--- src/rtl/lcd_pkg.sv ---
// lcd_pkg: shared constants, copy-engine state type and bus decode helpers
// for the LCD frame buffer slice.
//   LCD_*_BASE      display segment base addresses on the CPU RAM bus
//   LCD_SEG_NIBBLES nibbles per segment (offsets 0x00-0x4F)
//   copy_state_t    live -> shadow copy engine states
//   lcd_bus_hit()   1 when a bus address falls inside either display segment
//   lcd_index()     8-bit RAM index {segment, offset} for a bus address
package lcd_pkg;

    localparam logic [11:0] LCD_LOWER_BASE  = 12'hE00;
    localparam logic [11:0] LCD_UPPER_BASE  = 12'hE80;
    localparam int unsigned LCD_SEG_NIBBLES = 80;
    localparam int unsigned LCD_COLS        = 32;
    localparam int unsigned LCD_ROWS        = 16;
    localparam int unsigned LCD_ICONS       = 8;
    localparam int unsigned LCD_ADDR_W      = 8;
    localparam int unsigned LCD_DATA_W      = 4;

    typedef enum logic [1:0] {
        COPY_IDLE,
        COPY_RUN,
        COPY_DONE
    } copy_state_t;

    // Both segments share addr[11:8]; addr[7] selects lower/upper.
    function automatic logic lcd_bus_hit(input logic [11:0] addr);
        return (addr[11:8] == LCD_LOWER_BASE[11:8]) &&
               (addr[6:0] < 7'(LCD_SEG_NIBBLES));
    endfunction

    function automatic logic [7:0] lcd_index(input logic [11:0] addr);
        return {addr[7], addr[6:0]};
    endfunction

endpackage

--- src/rtl/lcd_vram_dp.sv ---
// lcd_vram_dp: simple dual-port RAM, one write port and one registered read
// port, no reset on contents. Read-during-write to the same address returns
// the old data.
//   clk      clock
//   wr_en    write strobe
//   wr_addr  write address
//   wr_data  write data
//   rd_addr  read address (sampled every cycle)
//   rd_data  registered read data
module lcd_vram_dp
    import lcd_pkg::*;
#(
    parameter int unsigned ADDR_W = LCD_ADDR_W,
    parameter int unsigned DATA_W = LCD_DATA_W
) (
    input  logic              clk,
    input  logic              wr_en,
    input  logic [ADDR_W-1:0] wr_addr,
    input  logic [DATA_W-1:0] wr_data,
    input  logic [ADDR_W-1:0] rd_addr,
    output logic [DATA_W-1:0] rd_data
);

    logic [DATA_W-1:0] mem [0:(1 << ADDR_W)-1];

    always_ff @(posedge clk) begin
        if (wr_en) begin
            mem[wr_addr] <= wr_data;
        end
        rd_data <= mem[rd_addr];
    end

endmodule

--- src/rtl/lcd_frame_buffer.sv ---
// lcd_frame_buffer: display RAM on the CPU bus with a vblank-triggered
// live -> shadow copy and a pipelined pixel lookup for the LCD renderer.
//   clk, reset_n       clock, synchronous active-low reset
//   bus_addr/_write_*  CPU bus address, write strobe, write nibble
//   bus_hit            previous-cycle address was in a display segment
//   bus_read_data      registered readback nibble (0 when bus_hit=0)
//   display_enable     0 blanks pix_on and icons
//   vblank             rising edge starts a 160-cycle copy
//   pix_req/x/y        pixel lookup request
//   pix_valid/pix_on   lookup result, two cycles after the request
//   icons              icon bits latched at copy completion
//   copy_busy          copy engine running
module lcd_frame_buffer
    import lcd_pkg::*;
(
    input  logic        clk,
    input  logic        reset_n,
    input  logic [11:0] bus_addr,
    input  logic        bus_write_en,
    input  logic [3:0]  bus_write_data,
    output logic        bus_hit,
    output logic [3:0]  bus_read_data,
    input  logic        display_enable,
    input  logic        vblank,
    input  logic        pix_req,
    input  logic [4:0]  pix_x,
    input  logic [3:0]  pix_y,
    output logic        pix_valid,
    output logic        pix_on,
    output logic [7:0]  icons,
    output logic        copy_busy
);

    copy_state_t state, state_next;

    logic       cpu_hit;
    logic [7:0] cpu_idx;
    logic       live_we;
    logic [3:0] cpu_rd_data;
    logic [3:0] copy_rd_data;
    logic [3:0] shadow_rd_data;

    logic [7:0] copy_idx;
    logic       vblank_q;
    logic       shadow_we;
    logic [7:0] shadow_waddr;
    logic [7:0] icon_acc;
    logic [7:0] icons_q;
    logic       frame_ready;

    logic       pix_v1, pix_v2;
    logic [7:0] pix_addr1;
    logic [1:0] pix_bit1, pix_bit2;

    assign cpu_hit = lcd_bus_hit(bus_addr);
    assign cpu_idx = lcd_index(bus_addr);
    assign live_we = bus_write_en && cpu_hit;

    // Live RAM is two copies sharing one write port so the CPU and the copy
    // engine each get a private read port.
    lcd_vram_dp #(.ADDR_W(LCD_ADDR_W), .DATA_W(LCD_DATA_W)) u_live_cpu (
        .clk     (clk),
        .wr_en   (live_we),
        .wr_addr (cpu_idx),
        .wr_data (bus_write_data),
        .rd_addr (cpu_idx),
        .rd_data (cpu_rd_data)
    );

    lcd_vram_dp #(.ADDR_W(LCD_ADDR_W), .DATA_W(LCD_DATA_W)) u_live_copy (
        .clk     (clk),
        .wr_en   (live_we),
        .wr_addr (cpu_idx),
        .wr_data (bus_write_data),
        .rd_addr (copy_idx),
        .rd_data (copy_rd_data)
    );

    lcd_vram_dp #(.ADDR_W(LCD_ADDR_W), .DATA_W(LCD_DATA_W)) u_shadow (
        .clk     (clk),
        .wr_en   (shadow_we),
        .wr_addr (shadow_waddr),
        .wr_data (copy_rd_data),
        .rd_addr (pix_addr1),
        .rd_data (shadow_rd_data)
    );

    always_ff @(posedge clk) begin
        if (!reset_n) begin
            bus_hit <= 1'b0;
        end else begin
            bus_hit <= cpu_hit;
        end
    end

    assign bus_read_data = bus_hit ? cpu_rd_data : '0;

    always_ff @(posedge clk) begin
        if (!reset_n) begin
            state <= COPY_IDLE;
        end else begin
            state <= state_next;
        end
    end

    always_comb begin
        state_next = state;
        copy_busy  = 1'b0;
        case (state)
            COPY_IDLE: begin
                if (vblank && !vblank_q) begin
                    state_next = COPY_RUN;
                end
            end
            COPY_RUN: begin
                copy_busy = 1'b1;
                if (copy_idx == 8'hCF) begin
                    state_next = COPY_DONE;
                end
            end
            COPY_DONE: state_next = COPY_IDLE;
            default:   state_next = COPY_IDLE;
        endcase
    end

    // Shadow writes trail the live read by one cycle, so the final upper
    // nibble lands during COPY_DONE; icon nibbles (lower 0x40-0x4E) are
    // captured as they pass and are all present before COPY_DONE.
    always_ff @(posedge clk) begin
        if (!reset_n) begin
            vblank_q     <= 1'b0;
            copy_idx     <= '0;
            shadow_we    <= 1'b0;
            shadow_waddr <= '0;
            icon_acc     <= '0;
            icons_q      <= '0;
            frame_ready  <= 1'b0;
        end else begin
            vblank_q     <= vblank;
            shadow_we    <= copy_busy;
            shadow_waddr <= copy_idx;
            if (state == COPY_RUN) begin
                copy_idx <= (copy_idx == 8'h4F) ? 8'h80 : copy_idx + 8'd1;
            end else begin
                copy_idx <= '0;
            end
            if (shadow_we && !shadow_waddr[7] &&
                shadow_waddr[6:4] == 3'b100 && !shadow_waddr[0]) begin
                icon_acc[shadow_waddr[3:1]] <= copy_rd_data[0];
            end
            if (state == COPY_DONE) begin
                icons_q     <= icon_acc;
                frame_ready <= 1'b1;
            end
        end
    end

    always_ff @(posedge clk) begin
        if (!reset_n) begin
            pix_v1 <= 1'b0;
            pix_v2 <= 1'b0;
        end else begin
            pix_v1 <= pix_req;
            pix_v2 <= pix_v1;
        end
    end

    // Shadow index {y[3], 0, x, y[2]}; y[1:0] picks the bit in the nibble.
    always_ff @(posedge clk) begin
        if (pix_req) begin
            pix_addr1 <= {pix_y[3], 1'b0, pix_x, pix_y[2]};
            pix_bit1  <= pix_y[1:0];
        end
        pix_bit2 <= pix_bit1;
    end

    assign pix_valid = pix_v2;
    assign pix_on    = pix_v2 && frame_ready && display_enable &&
                       shadow_rd_data[pix_bit2];
    assign icons     = display_enable ? icons_q : '0;

endmodule

--- config.mk ---
export PLATFORM = sky130hd
export DESIGN_NAME = lcd_frame_buffer
export DESIGN_NICKNAME = d
export VERILOG_FILES = /design/src/rtl/lcd_pkg.sv /design/src/rtl/lcd_vram_dp.sv /design/src/rtl/lcd_frame_buffer.sv
export SDC_FILE = /design/constraint.sdc
export NUM_CORES = 2
export LEC_CHECK = 0
export BUFFER_PORTS_ARGS = -buffer_cell sky130_fd_sc_hd__buf_4
export CAP_MARGIN = 0
export CORE_MARGIN = 2
export CORE_UTILIZATION = 43
export DETAILED_ROUTE_END_ITERATION = 8
export SKIP_CTS_REPAIR_TIMING = 1
export SKIP_LAST_GASP = 1
export SLEW_MARGIN = 20
export SYNTH_ARGS = -nofsm -noshare
export SYNTH_HDL_FRONTEND = slang
export SYNTH_SLANG_ARGS = --single-unit
--- constraint.sdc ---
create_clock -name clk -period 2.7 [get_ports clk]
set_input_delay 0.27 -clock clk [delete_from_list [all_inputs] [get_ports clk]]
set_output_delay 0.27 -clock clk [all_outputs]
set_load 0.05 [all_outputs]
After elaboration in Yosys (flattened, before gate mapping)
Memories as Yosys holds them, arrays and structs flattened. A register that Yosys moved wholly into a read port is not among the register bits.
Cells that the tools add are included.
{"block": "classes", "n_addsub": 1, "n_mux": 16, "n_reduce_logical": 17, "bitwise_logic": 2, "n_lt_le_gt_ge": 4, "eq_ne": 8}
{"op": "$mux 8", "count": 2}
{"op": "$logic_and 1x1->1", "count": 10}
{"op": "$add 8x1->8 const B", "count": 1}
{"op": "$bwmux 8", "count": 1}
{"op": "$eq 8x7->1 const B", "count": 1}
{"op": "$eq 8x8->1 const B", "count": 1}
{"op": "$lt 7x7->1 const B", "count": 1}
{"op": "$mux 1", "count": 7}
{"op": "$eq 4x4->1 const B", "count": 1}
{"op": "$lt 3x4->1 const B", "count": 1}
{"op": "$mux 2", "count": 2}
{"op": "$mux 4", "count": 1}
{"op": "$ne 2x2->1 const B", "count": 2}
{"op": "$pmux 2 s2", "count": 1}
{"op": "$reduce_and 2->1", "count": 2}
{"op": "$demux 1 s3", "count": 1}
{"op": "$eq 3x3->1 const B", "count": 1}
{"op": "$ge 3x1->1 const B", "count": 1}
{"op": "$logic_not 1->1", "count": 3}
{"op": "$lt 2x3->1 const B", "count": 1}
{"op": "$reduce_or 3->1", "count": 1}
{"op": "$bmux 1 s2", "count": 1}
{"op": "$eq 2x1->1 const B", "count": 1}
{"op": "$eq 2x2->1 const B", "count": 1}
{"op": "2 further kinds", "count": 3}
{"block": "totals", "regBits": 51, "in_bits": 31, "mem_bits_rw": 3072, "memories": 3, "word_cells": 66}
{"name": "u_live_copy.mem", "words": 256, "width": 4, "rd": 1, "rd_clocked_by_memory_dff": 1, "write_ports": 1, "line": "lcd_vram_dp.sv:24", "rtl": "logic [DATA_W-1:0] mem [0:(1 << ADDR_W)-1];"}
{"name": "u_live_cpu.mem", "words": 256, "width": 4, "rd": 1, "rd_clocked_by_memory_dff": 1, "write_ports": 1, "line": "lcd_vram_dp.sv:24"}
{"name": "u_shadow.mem", "words": 256, "width": 4, "rd": 1, "rd_clocked_by_memory_dff": 1, "write_ports": 1, "line": "lcd_vram_dp.sv:24"}

Depth between registers and ports, before layout
{"block": "logic_depth", "ltp_word": 5, "depth_mapped": 12}

Modules after synthesis
From an unflattened synthesis, not the netlist that was laid out.
{"block": "hier_totals", "cells_unflattened": 6338, "area_unflattened_um2": 123995.2}
{"mod": "lcd_vram_dp", "n_inst": 3, "cells_per_inst": 2051, "seq_area_each_um2": 30829.6, "area_each_um2": 40675.3}
{"mod": "lcd_frame_buffer", "n_inst": 1, "cells_per_inst": 185, "seq_area_each_um2": 1111.1, "area_each_um2": 1969.4}

Worst setup path after synthesis
Ideal clock, no wire load.
{"block": "synth_path", "path_type": "register -> register", "startpoint": "register pix_addr1[0]", "endpoint": "register u_shadow.rd_data[0], read port of u_shadow.mem", "t_arrival_ps": 2527, "n_path_buf": 2, "period_less_slack_ps": 2651, "path_stages_with_launch": 8, "path_slack_ps": 49, "setup_ps": 124, "path_cell_list": "edfxtp_1 -> clkbuf_1 -> buf_1 -> mux4_2 -> mux4_2 -> mux2_2 -> o22ai_1 -> a21oi_1"}
{"item": "start: declaration", "line": "lcd_frame_buffer.sv:52", "rtl": "logic [7:0] pix_addr1;"}
{"item": "start signal: assignment", "line": "lcd_frame_buffer.sv:171", "rtl": "pix_addr1 <= {pix_y[3], 1'b0, pix_x, pix_y[2]};"}
{"item": "end: declaration", "line": "lcd_vram_dp.sv:21", "rtl": "output logic [DATA_W-1:0] rd_data"}

==> flow_summary.json <==
{
  "place.gp.congestion": 1.016,
  "dr.pass1.iters": 8,
  "start_util_pct": 43.35,
  "grt_pass1_wl_um": 293100,
  "synth_cells": 3649,
  "yosysSeqAreaShare_pct": 67.21,
  "min_to": "pix_addr1[7]",
  "finalPower_mw": 56.04,
  "pin_count": 47,
  "hold_violations": 0,
  "wl_met2_um": 93740,
  "met3WireLength_um": 20790,
  "syn_avg_cell_area_sq_um": 19.36,
  "port_buffers": 46,
  "cts_root_buffer": "clkbuf_16",
  "rows": 148,
  "die_h_um": 409.3,
  "grt_max_degree": 113,
  "holdPathStages": 2,
  "synthArstFlopShare_pct": 0,
  "yosysTopAreaCellShare_pct": 65.68,
  "tritoncts": "yes",
  "p_per_area_nw_per_um2": 657.1,
  "synthTopCellsByArea": "edfxtp_1, mux4_2, nor2_1",
  "min_from": "pix_y[3]",
  "final_nets": 4598,
  "grt_use_total_pct": 24.40,
  "ir_worst_vdd_mv": 0.7088,
  "crit_path_top_delay_cell": "o211ai_1",
  "cp_max_fo": 17,
  "clock_sinks": 1599,
  "reg2reg_setup_slack_ns": -0.21,
  "place_area_sq_um": 78900,
  "wl_met1_um": 83570,
  "yosys.cell_types.count": 68,
  "worst_r2r_endpoint": "u_live_copy.rd_data[1]",
  "outcome": "finished, violations left",
  "ys_warn_count": 0,
  "drt-total-wl_um": 205100,
  "cts.path.max_buffers": 3,
  "core_area_sq_um": 163000,
  "syn2layout_area_growth_pct": 20.72,
  "path_clk_slew_ns": 0.07,
  "insertion_delay_ns": 0.83,
  "finClkSkew_ns": 0.05454,
  "cpMostUsedCell": "buf_12",
  "violations": "negative setup slack",
  "antenna_found_initial": 6,
  "drc": 0,
  "path_cells": "buf_12 > buf_16 > buf_12 > mux4_2 > mux2_2 > o211ai_1 > and3_1 > a211oi_1",
  "critical_path_class": "register to register",
  "synthFlopType": "edfxtp_1",
  "crit_buf_inv": 3,
  "p_leak_nw": 28.07,
  "timing.setup.tns_ns": -0.6701,
  "synth.largest_area_cell": "edfxtp_1",
  "dr.first_iter.drc_count": 5278,
  "period_needed_ns": 2.914,
  "hold_ws_ns": 0.1566,
  "synth-seq-cells": 1599,
  "die_area_sq_um": 167500,
  "cp_top_family": "compound AO/OA/AOI/OAI gates",
  "antenna_left": 0,
  "reg2reg_depth": 8,
  "top_layer_used": "met5",
  "maxCapViolations": 0,
  "end_kind": "register",
  "syn_area_sq_um": 70640,
  "required_ns": 3.39,
  "num_vias": 40860,
  "r2r_start": "copy_idx[0]",
  "relSlewSlack_pct": 9.374,
  "nFillCells": 13110,
  "rsz0062_at_grt": "yes",
  "preCtsSetupSlack_ns": -0.6621,
  "stdcell_area_sq_um": 85280,
  "cp.arrival_ns": 3.61,
  "hpwl_um": 143400,
  "setup_viol": 4,
  "via_per_inst": 5.937,
  "h-tree-depth": 4,
  "synth_edf_count": 1545,
  "slew_viol_final": 0,
  "wire_per_inst_um": 29.80,
  "crit_path_start_kind": "register",
  "hold_class": "input pin to register",
  "grt_pass1_vias": 40990,
  "max_slew.worst_pin.slew_ns": 1.351,
  "fin_crit_sh_pct": 107.9,
  "drive_gt1_share_pct": 34.26,
  "fmax_mhz": 343.2,
  "numCtsBuffers": 171,
  "grt_overflow": 0,
  "fp.dieW_um": 409.3,
  "timing.final.ws_setup_ns": -0.2141,
  "crit_path_max_incr_delay_ns": 0.80
}
==> power by group <==
group | total [mW] | switching [mW] | leakage, nW | internal [mW]
Combinational | 4.38 | 2.26 | 10.7 | 2.11
Clock | 23.6 | 10.1 | 2.75 | 13.5
Sequential | 28.1 | 0.317 | 14.6 | 27.8
==> cells by family (layout without fill, tap and decap cells) <==
logic type | after synthesis | after routing | share of synthesized area [%]
compound gates | 278 | 278 | 2.841
xor+xnor | 4 | 4 | 0.04960
fa+ha+maj | 1 | 1 | 0.01771
buf+inv | 281 | 954 | 2.000
flops | 1599 | 1599 | 67.21
mux | 810 | 810 | 23.56
other cells | 1 | 387 | 0.005309
simple gates | 675 | 675 | 4.316
==> cell usage in the layout (no fill, tap or decap), drive strengths merged, types with 48 or more instances in the layout <==
cell    synthesis  final
conb            1    384
nor2          337    337
nand3          48     48
clkinv          0     70
nor2b          53     53
a22oi          61     61
dfxtp          54     54
mux2i          89     89
nand2         100    100
buf           153    607
mux4          676    676
edfxtp       1545   1545
clkbuf        117    218
==> cells in the mapped netlist, drive strengths merged (8+ instances only) <==
master      n
nor3       36
o32ai       8
and2       30
nand4      15
mux2i      89
a21oi      43
nand3      48
mux4      676
inv        11
nor2      337
a2111oi    10
edfxtp   1545
nor2b      53
o21ai      25
a22oi      61
a22o       17
nand2     100
a221oi     23
buf       153
a21boi      9
nor4       10
a211oi     19
clkbuf    117
nand2b     18
dfxtp      54
mux2       45
o22ai      21
==> worst max-delay path by stage <==
| stage | startpoint | to | slack, ns | cells after the start |
|---|---|---|---|---|
| after global placement | bus_addr[0] | u_live_cpu.rd_data[0] | -0.60 | 10 |
| after detailed placement | bus_addr[0] | u_live_cpu.rd_data[0] | -0.66 | 10 |
| final | copy_idx[0] | u_live_copy.rd_data[1] | -0.21 | 8 |
| after floorplan | pix_addr1[0] | u_shadow.rd_data[0] | 0.05 | 7 |
| after CTS | copy_idx[0] | u_live_copy.rd_data[2] | -0.49 | 9 |
| after global routing | copy_idx[0] | u_live_copy.rd_data[3] | -0.18 | 10 |
==> metal layers <==
| layer | global-route usage (%) | vias to the layer above |
|---|---|---|
| met5 | 0 | - |
| met4 | 8.152 | 4 |
| met3 | 6.044 | 384 |
| met2 | 36.91 | 2084 |
| met1 | 34.77 | 21560 |
| li1 | - | 16830 |
==> flip-flops by register name, indices dropped and copies added (netlist names), 2 cells and up <==
register             cells
shadow_waddr             8
u_live_cpu.rd_data       4
u_shadow.mem           512
state                    2
u_live_cpu.mem        1024
u_live_copy.rd_data      4
copy_idx                 8
pix_addr1                7
icon_acc                 8
u_shadow.rd_data         4
pix_bit1                 2
pix_bit2                 2
icons_q                  8
==> layout make-up <==
class / count / area, sq um / area share [%]
antenna: 3 / 7.507 / 0.008803
timing repair buffer: 631 / 6006 / 7.042
clock buffer: 215 / 4536 / 5.319
clock inverter: 97 / 1122 / 1.316
multi-input combinational: 2152 / 23340 / 27.37
inverter: 11 / 41.29 / 0.04842
sequential: 1599 / 47510 / 55.71
tap: 2175 / 2721 / 3.191
==> per-stage QoR <==
stage,instances,util (%)
6_report,6883,52.33
5_1_grt,6881,52.33
4_1_cts,6841,51.89
3_5_place_dp,6529,48.42
3_3_place_gp,6529,48.42
2_1_floorplan,4032,-
Note: power is estimated with default switching activity, not from simulation.
